`src/rtl/disp_pkg.sv`:
```
// Shared register map, bit positions and masks for the display register-control block.
package disp_pkg;
    localparam logic [15:0] DISP_BASE         = 16'h2000;

    localparam logic [7:0]  OFF_CTRL          = 8'h00;
    localparam logic [7:0]  OFF_FB_PEND       = 8'h04;
    localparam logic [7:0]  OFF_FB_ACTIVE     = 8'h08;
    localparam logic [7:0]  OFF_STATUS        = 8'h0C;
    localparam logic [7:0]  OFF_FRAME_CNT     = 8'h10;
    localparam logic [7:0]  OFF_UNDERFLOW_CNT = 8'h14;

    localparam int CTRL_ENABLE   = 0;
    localparam int CTRL_IRQ_EN   = 1;
    localparam int STAT_VBLANK   = 0;
    localparam int STAT_UPD_PEND = 1;

    localparam int UFLOW_W = 16;

    localparam logic [31:0] CTRL_MASK = 32'h0000_0003;
    localparam logic [31:0] FB_MASK   = 32'hFFFF_FFF8;

    function automatic logic win_hit(input logic [15:0] addr);
        return addr[15:8] == DISP_BASE[15:8];
    endfunction
endpackage

```
`src/rtl/disp_regctrl_if.sv`:
```
// Host register-bus signals for the display control window.
interface disp_regctrl_if;
    logic [15:0] WRADDR;
    logic [3:0]  BYTEEN;
    logic        WREN;
    logic [31:0] WDATA;
    logic [15:0] RDADDR;
    logic        RDEN;
    logic [31:0] RDATA;

    modport master (output WRADDR, BYTEEN, WREN, WDATA, RDADDR, RDEN, input RDATA);
    modport slave  (input WRADDR, BYTEEN, WREN, WDATA, RDADDR, RDEN, output RDATA);
endinterface

```
`src/rtl/regbus_bytewrite.sv`:
```
// Byte-lane merged storage; bits cleared in MASK always hold 0.
module regbus_bytewrite #(
    parameter int                DATA_W = 32,
    parameter logic [DATA_W-1:0] MASK   = '1
) (
    input  logic                  clk,
    input  logic                  rst_n,
    input  logic                  we,
    input  logic [DATA_W/8-1:0]   be,
    input  logic [DATA_W-1:0]     wdata,
    output logic [DATA_W-1:0]     q
);
    logic [DATA_W-1:0] merged;

    always_comb begin
        merged = q;
        for (int b = 0; b < DATA_W/8; b++) begin
            if (be[b]) merged[8*b +: 8] = wdata[8*b +: 8];
        end
    end

    always_ff @(posedge clk or negedge rst_n) begin
        if (!rst_n)  q <= '0;
        else if (we) q <= merged & MASK;
    end
endmodule

```
`src/rtl/disp_regctrl.sv`:
```
// Display register control: framebuffer double-buffer latched at vblank,
// frame/underflow counters, sticky vblank status and maskable interrupt.
module disp_regctrl
    import disp_pkg::*;
(
    input  logic                ACLK,
    input  logic                ARESETN,
    disp_regctrl_if.slave       bus,
    input  logic                vblank_start,
    input  logic                underflow,
    output logic                disp_enable,
    output logic [31:0]         fb_addr,
    output logic                irq
);
    logic               wr_hit;
    logic [7:0]         wr_off;
    logic               ctrl_we, fbp_we, stat_we, ufc_we;
    logic [31:0]        ctrl_q, fb_pend;
    logic               upd_pend, vblank;
    logic [31:0]        frame_cnt;
    logic [UFLOW_W-1:0] uflow_cnt;
    logic [31:0]        rd_val, rdata;

    assign wr_hit  = bus.WREN && win_hit(bus.WRADDR);
    assign wr_off  = bus.WRADDR[7:0];
    assign ctrl_we = wr_hit && (wr_off == OFF_CTRL);
    assign fbp_we  = wr_hit && (wr_off == OFF_FB_PEND);
    assign stat_we = wr_hit && (wr_off == OFF_STATUS);
    assign ufc_we  = wr_hit && (wr_off == OFF_UNDERFLOW_CNT);

    regbus_bytewrite #(.DATA_W(32), .MASK(CTRL_MASK)) u_ctrl (
        .clk(ACLK), .rst_n(ARESETN), .we(ctrl_we), .be(bus.BYTEEN),
        .wdata(bus.WDATA), .q(ctrl_q)
    );

    regbus_bytewrite #(.DATA_W(32), .MASK(FB_MASK)) u_fb_pend (
        .clk(ACLK), .rst_n(ARESETN), .we(fbp_we), .be(bus.BYTEEN),
        .wdata(bus.WDATA), .q(fb_pend)
    );

    assign disp_enable = ctrl_q[CTRL_ENABLE];

    // A pending-register write in the vblank cycle re-arms UPD_PEND; the latch takes the old value.
    always_ff @(posedge ACLK or negedge ARESETN) begin
        if (!ARESETN) begin
            upd_pend  <= 1'b0;
            fb_addr   <= '0;
            vblank    <= 1'b0;
            frame_cnt <= '0;
            uflow_cnt <= '0;
            irq       <= 1'b0;
        end else begin
            if (vblank_start && upd_pend) fb_addr <= fb_pend;

            if (fbp_we && (bus.BYTEEN != 4'b0)) upd_pend <= 1'b1;
            else if (vblank_start)              upd_pend <= 1'b0;

            if (vblank_start)
                vblank <= 1'b1;
            else if (stat_we && bus.BYTEEN[0] && bus.WDATA[STAT_VBLANK])
                vblank <= 1'b0;

            if (vblank_start) frame_cnt <= frame_cnt + 32'd1;

            if (ufc_we)                       uflow_cnt <= UFLOW_W'(underflow);
            else if (underflow && ~&uflow_cnt) uflow_cnt <= uflow_cnt + 1'b1;

            irq <= ctrl_q[CTRL_IRQ_EN] & vblank;
        end
    end

    always_comb begin
        rd_val = '0;
        case (bus.RDADDR[7:0])
            OFF_CTRL:          rd_val = ctrl_q;
            OFF_FB_PEND:       rd_val = fb_pend;
            OFF_FB_ACTIVE:     rd_val = fb_addr;
            OFF_STATUS: begin
                rd_val[STAT_VBLANK]   = vblank;
                rd_val[STAT_UPD_PEND] = upd_pend;
            end
            OFF_FRAME_CNT:     rd_val = frame_cnt;
            OFF_UNDERFLOW_CNT: rd_val = 32'(uflow_cnt);
            default:           rd_val = '0;
        endcase
    end

    always_ff @(posedge ACLK or negedge ARESETN) begin
        if (!ARESETN)      rdata <= '0;
        else if (bus.RDEN) rdata <= win_hit(bus.RDADDR) ? rd_val : 32'd0;
    end

    assign bus.RDATA = rdata;
endmodule

```
`src/flat_wrapper.sv`:
```
// flat-port wrapper written by rule: the top's interface ports become plain ports
module disp_regctrl_flat import disp_pkg::*;
  (ACLK, ARESETN, vblank_start, underflow, disp_enable, fb_addr, irq, bus_WRADDR, bus_BYTEEN, bus_WREN, bus_WDATA, bus_RDADDR, bus_RDEN, bus_RDATA);
  disp_regctrl_if bus_i ();
  input  logic ACLK;
  input  logic ARESETN;
  input  logic vblank_start;
  input  logic underflow;
  output logic disp_enable;
  output logic [31:0] fb_addr;
  output logic irq;
  input wire logic [$bits(bus_i.WRADDR)-1:0] bus_WRADDR;
  input wire logic [$bits(bus_i.BYTEEN)-1:0] bus_BYTEEN;
  input wire logic [$bits(bus_i.WREN)-1:0] bus_WREN;
  input wire logic [$bits(bus_i.WDATA)-1:0] bus_WDATA;
  input wire logic [$bits(bus_i.RDADDR)-1:0] bus_RDADDR;
  input wire logic [$bits(bus_i.RDEN)-1:0] bus_RDEN;
  output wire logic [$bits(bus_i.RDATA)-1:0] bus_RDATA;
  assign bus_i.WRADDR = bus_WRADDR;
  assign bus_i.BYTEEN = bus_BYTEEN;
  assign bus_i.WREN = bus_WREN;
  assign bus_i.WDATA = bus_WDATA;
  assign bus_i.RDADDR = bus_RDADDR;
  assign bus_i.RDEN = bus_RDEN;
  assign bus_RDATA = bus_i.RDATA;
  disp_regctrl u_core (.ACLK(ACLK), .ARESETN(ARESETN), .bus(bus_i), .vblank_start(vblank_start), .underflow(underflow), .disp_enable(disp_enable), .fb_addr(fb_addr), .irq(irq));
endmodule
```
`config.mk`:
```
export PLATFORM = sky130hd
export DESIGN_NAME = disp_regctrl_flat
export DESIGN_NICKNAME = d
export VERILOG_FILES = /design/src/rtl/disp_pkg.sv /design/src/rtl/disp_regctrl_if.sv /design/src/rtl/regbus_bytewrite.sv /design/src/rtl/disp_regctrl.sv /design/src/flat_wrapper.sv
export SDC_FILE = /design/constraint.sdc
export NUM_CORES = 1
export LEC_CHECK = 0
export BUFFER_PORTS_ARGS = -buffer_cell sky130_fd_sc_hd__buf_2
export CAP_MARGIN = 40
export CORE_AREA = 5 5 138 140
export DETAILED_ROUTE_END_ITERATION = 8
export DIE_AREA = 0 0 143 145
export GPL_TIMING_DRIVEN = 0
export MAX_ROUTING_LAYER = met4
export PLACE_DENSITY_LB_ADDON = 0.05
export SLEW_MARGIN = 20
export SYNTH_ARGS = -nofsm -noshare
export SYNTH_HDL_FRONTEND = slang
export SYNTH_SLANG_ARGS = --single-unit
```
`constraint.sdc`:
```
create_clock -name ACLK -period 1.75 [get_ports ACLK]
set_clock_uncertainty 0.15 [all_clocks]
set_input_delay 0.0875 -clock ACLK [delete_from_list [all_inputs] [get_ports ACLK]]
set_output_delay 0.0875 -clock ACLK [all_outputs]
set_load 0.02 [all_outputs]
```
==> run summary <==
The run finished, with violations left. The checks that failed: negative setup slack. Max-cap violations in this run came to 0. The total routing resource utilization after global routing came out at 19.9%. The count of buffers added on input and output ports is 131. The worst setup path is captured at a flip-flop. By area, the combinational part of the netlist is dominated by compound AO/OA/AOI/OAI gates. The internal power component came out at 0.00645 W.

In the layout the commonest cells are 135 x sky130_fd_sc_hd__buf_2, 130 x sky130_fd_sc_hd__dfrtp_1, 75 x sky130_fd_sc_hd__mux2_2, 42 x sky130_fd_sc_hd__dlygate4sd3_1, 40 x sky130_fd_sc_hd__inv_1. The first global-routing pass estimated 31,600 um of wire. The maximum number of pins on one net before global-route repair came out at 91. The DRC marker count from the first detailed-route iteration is 267.

The via count of the routed design came out at 5,789. The number of global-route vias before repair was 5,770. Setup repair after global routing could not meet its margin everywhere. The slowest stage of the critical path is the sky130_fd_sc_hd__dfrtp_1 cell. The leakage component of the power is 4.43 nW.

The clock latency at the later pin of the worst-skew pair came out at 0.42 ns. The kind of path behind the tightest hold check is input port to flip-flop. In the final routed layout, each cell accounts on average for 18.6 um.

Clock tree synthesis found a total of 143 sinks. The synthesized design contains 143 register bits. The count of nets after finishing is 913. The total design power is 0.00855 W. After filler insertion, the fill cell instance count of the layout stands at 1,601. The share of the clock period used by the worst path after layout is 104%.

The critical path is of the flip-flop to flip-flop type. The clock tree synthesis step divided the H-tree into 4 levels. The number of hold violations in the final report came to 0. Cells with a size suffix above 1 make up 41.4% of the layout.

Measured against the total synthesized area, the mux share comes to 13.0%. The switching fraction of total power came out at 24.5%. The mapped cell area is 0.00693 mm^2.

0 antenna diodes ended up in the layout. The leading cell type in the layout, fill and taps excluded is sky130_fd_sc_hd__buf_2. The delay of the slowest cell on the worst path came out at 0.42 ns.

The number of iterations in the first detailed-routing pass came out at 5. Compared with the post-synthesis result, the final layout area differs by 37.4%. On the critical path the largest part of the delay comes from simple AND/OR/NAND/NOR gates. The data required time at the worst endpoint is 1.94 ns. Of the total synthesized cell area, the portion taken by XOR and XNOR cells is 4.17%. Summing all flip-flop and latch instances after layout gives 0.00359 mm^2. The TritonCTS clock tree is done. The share of the Yosys chip area taken by registers is 51.7%. Dividing the detail-routed via count by the number of cells gives 5.37. The final antenna-violating net count is 0. The TritonCTS buffer count came out at 17. The standard cell core area is 0.0177 mm^2. Detailed placement finished with a half-perimeter wire length of 13,900 um. Across all setup checks in the final design, the least slack found is -0.0753 ns. The number of unique standard cell types used by synthesis came out at 54.

The root buffer cell chosen for the clock tree is sky130_fd_sc_hd__clkbuf_16. The transition time of the tightest slew-check pin is 0.689 ns. In this run the register-to-register setup slack is -0.08 ns. The normalized max-slew margin came out at 54.0%. The synthesized netlist devotes 0.361% of its cell area to adder and majority cells. The maximum frequency from static timing analysis came out at 0.548 GHz. In the synthesized netlist the dominant register cell turns out to be sky130_fd_sc_hd__dfrtp_1. Of the total power, registers draw 42.2%. The number of enable flip-flop cells after synthesis came out at 0. The post-route DRC violation count came out at 0. Counting flops with an async set or reset pin after synthesis yields a share of 100%. At the end of routability-driven placement, the weighted congestion stood at 0.834. Summing all multi-input logic gate instances after layout gives 0.00321 mm^2. The share of total power dissipated in the clock network is 45.7%.

The y dimension of the die is 145 um. A synthesized cell averages 11.4 um^2. The area fraction in compound gates after synthesis is 13.7%. The max-slew violation count is 0. Once layout is done, the placed cells without fillers occupy 0.00951 mm^2. For this design the total switching power over the nets is 0.00209 W. The power per cell area came out at 898 mW/mm^2.

After detailed routing, the total wire length is 20,100 um. After layout, the minimum clock period comes to 1.83 ns. The remaining global-route overflow came out at 0. 140 I/O pins were placed.

Traced cell by cell, the critical path runs through ha_4 -> nand4_1 -> buf_4 -> nor4_4 -> buf_6 -> or4_4 -> a21oi_2. The starting density of the core is 39.1%. The final setup violation count is 4.

In the synthesized netlist, the number of instances is 606. The share of total power dissipated in combinational logic is 12.0%. STA classifies the critical path startpoint as a flip-flop. The number of antenna violations at the first check in global routing is 0. The row count is 49. Data on the critical path arrives at its endpoint at 2.02 ns.

The clock passes through at most 2 buffers. The overall die area came out at 0.0207 mm^2. After clock tree synthesis, the clock-pin slew on the worst setup and hold paths is 0.06 ns.

The number of warning messages in the yosys log came out at 0. The die boundary width came out at 143 um. The maximum fanout count along the critical path came out at 10. Together, buffers and inverters on the worst path number 2. The area share of and/or/nand/nor cells after synthesis came out at 12.6%.

The post-detailed-placement cell area is 0.00795 mm^2. The peak ir drop on the vdd network came out at 0.705 mV.
## cells by family (layout without fill, tap and decap cells)
kind of cell,count (synthesis),count (layout)
DFF,143,143
and+or+nand+nor,138,138
AOI/OAI and AO/OA,132,132
muxes,80,80
buffers and inverters,77,319
xor gates and xnor gates,33,33
adders and majority gates,2,2
other,1,3
## metal layers
| metal | track usage (%) | share of wire [%] |
|---|---|---|
| met5 | - | 0 |
| met4 | 4.37 | 0.75 |
| met3 | 3.29 | 4.3 |
| met1 | 28.7 | 49 |
| met2 | 29.6 | 46 |
## Yosys cell counts, drive strengths merged (11+ instances only)
cell type  number  area share [%]
nor2           14            0.76
nor4           13             2.3
clkbuf         23             1.2
nand2          18            0.98
buf            13             1.1
mux2           77              13
a22oi          29             3.1
nand3          21             1.5
dfrtp         143              52
a22o           29             3.7
xnor2          25             3.2
a21oi          12            0.87
o22ai          31             2.8
inv            40             2.2
nor3           11            0.79
nand4          22             2.1
## area by class of cell
type | count | area share (%)
clock buffer | 19 | 4.76
sequential | 143 | 37.8
clock inverter | 13 | 1.95
timing repair buffer | 213 | 15.2
buffer | 33 | 1.89
inverter | 41 | 1.62
tap | 229 | 3.01
multi-input combinational | 388 | 33.8
## per-stage QoR
| stage | setup TNS (ns) | std cells | hold WS (ns) | setup WS, ns | utilization [%] |
|---|---|---|---|---|---|
| 2_1_floorplan | 0 | 608 | -0.358 | 0.0208 | - |
| 3_3_place_gp | -274.95 | 968 | 0.153 | -1.66 | 44.6 |
| 3_5_place_dp | -39.14 | 971 | 0.00510 | -0.606 | 44.9 |
| 4_1_cts | -0.0700 | 1062 | 0.0142 | -0.0700 | 52.4 |
| 5_1_grt | -0.745 | 1079 | 0.0700 | -0.0972 | 53.7 |
| 6_report | -0.172 | 1079 | 0.0323 | -0.0753 | 53.7 |
## power by group through the flow
stage,clock network (W),registers [W],logic (W)
4_1_cts,0.00401,0.00363,0.000836
3_5_place_dp,0,0.00372,0.000621
3_3_place_gp,0,0.00371,0.000589
6_report,0.00391,0.00361,0.00103
5_1_grt,0.00412,0.00362,0.00111
2_1_floorplan,0,0.00364,0.000371
## final timing paths
kind,endpoint,cells past startpoint,start
min in group asynchronous,u_core.bus.RDATA[8]$_DFFE_PN0P_,2,ARESETN
hold / removal,u_core.bus.RDATA[1]$_DFFE_PN0P_,4,bus_RDADDR[1]
setup reg to reg,u_core.uflow_cnt[3]$_DFFE_PN0P_,7,u_core.uflow_cnt[1]$_DFFE_PN0P_
hold reg to reg,u_core.frame_cnt[31]$_DFFE_PN0P_,1,u_core.frame_cnt[31]$_DFFE_PN0P_
max in group asynchronous,u_core.frame_cnt[30]$_DFFE_PN0P_,3,ARESETN
setup / recovery,u_core.uflow_cnt[3]$_DFFE_PN0P_,7,u_core.uflow_cnt[1]$_DFFE_PN0P_
## worst reg2reg max path: stages (launching register included)
cell and delay, ns:
sky130_fd_sc_hd__dfrtp_1 0.42, sky130_fd_sc_hd__ha_4 0.19, sky130_fd_sc_hd__nand4_1 0.12, sky130_fd_sc_hd__buf_4 0.14, sky130_fd_sc_hd__nor4_4 0.03, sky130_fd_sc_hd__buf_6 0.14, sky130_fd_sc_hd__or4_4 0.42, sky130_fd_sc_hd__a21oi_2 0.15
## state kept, by name (all words and copies together), names as in the netlist
| name | cells |
|---|---|
| u_core.bus.RDATA | 32 |
| u_core.frame_cnt | 32 |
| u_core.fb_addr | 29 |
| u_core.u_fb_pend.q | 29 |
| u_core.uflow_cnt | 16 |
| u_core.u_ctrl.q | 2 |
| u_core.irq | 1 |
| u_core.upd_pend | 1 |
| u_core.vblank | 1 |
## what timing repair did
| action | in CTS | in global routing |
|---|---|---|
| endpoints found under the hold margin | 132 | 0 |
| resized for setup | 35 | 35 |
| endpoints found under the setup margin | 88 | 55 |
| pin swaps | 17 | 9 |
| buffers inserted | 19 | 18 |
| hold buffers | 42 | 0 |
| gates cloned | 0 | 0 |
Power figures use the tool's default switching activity.
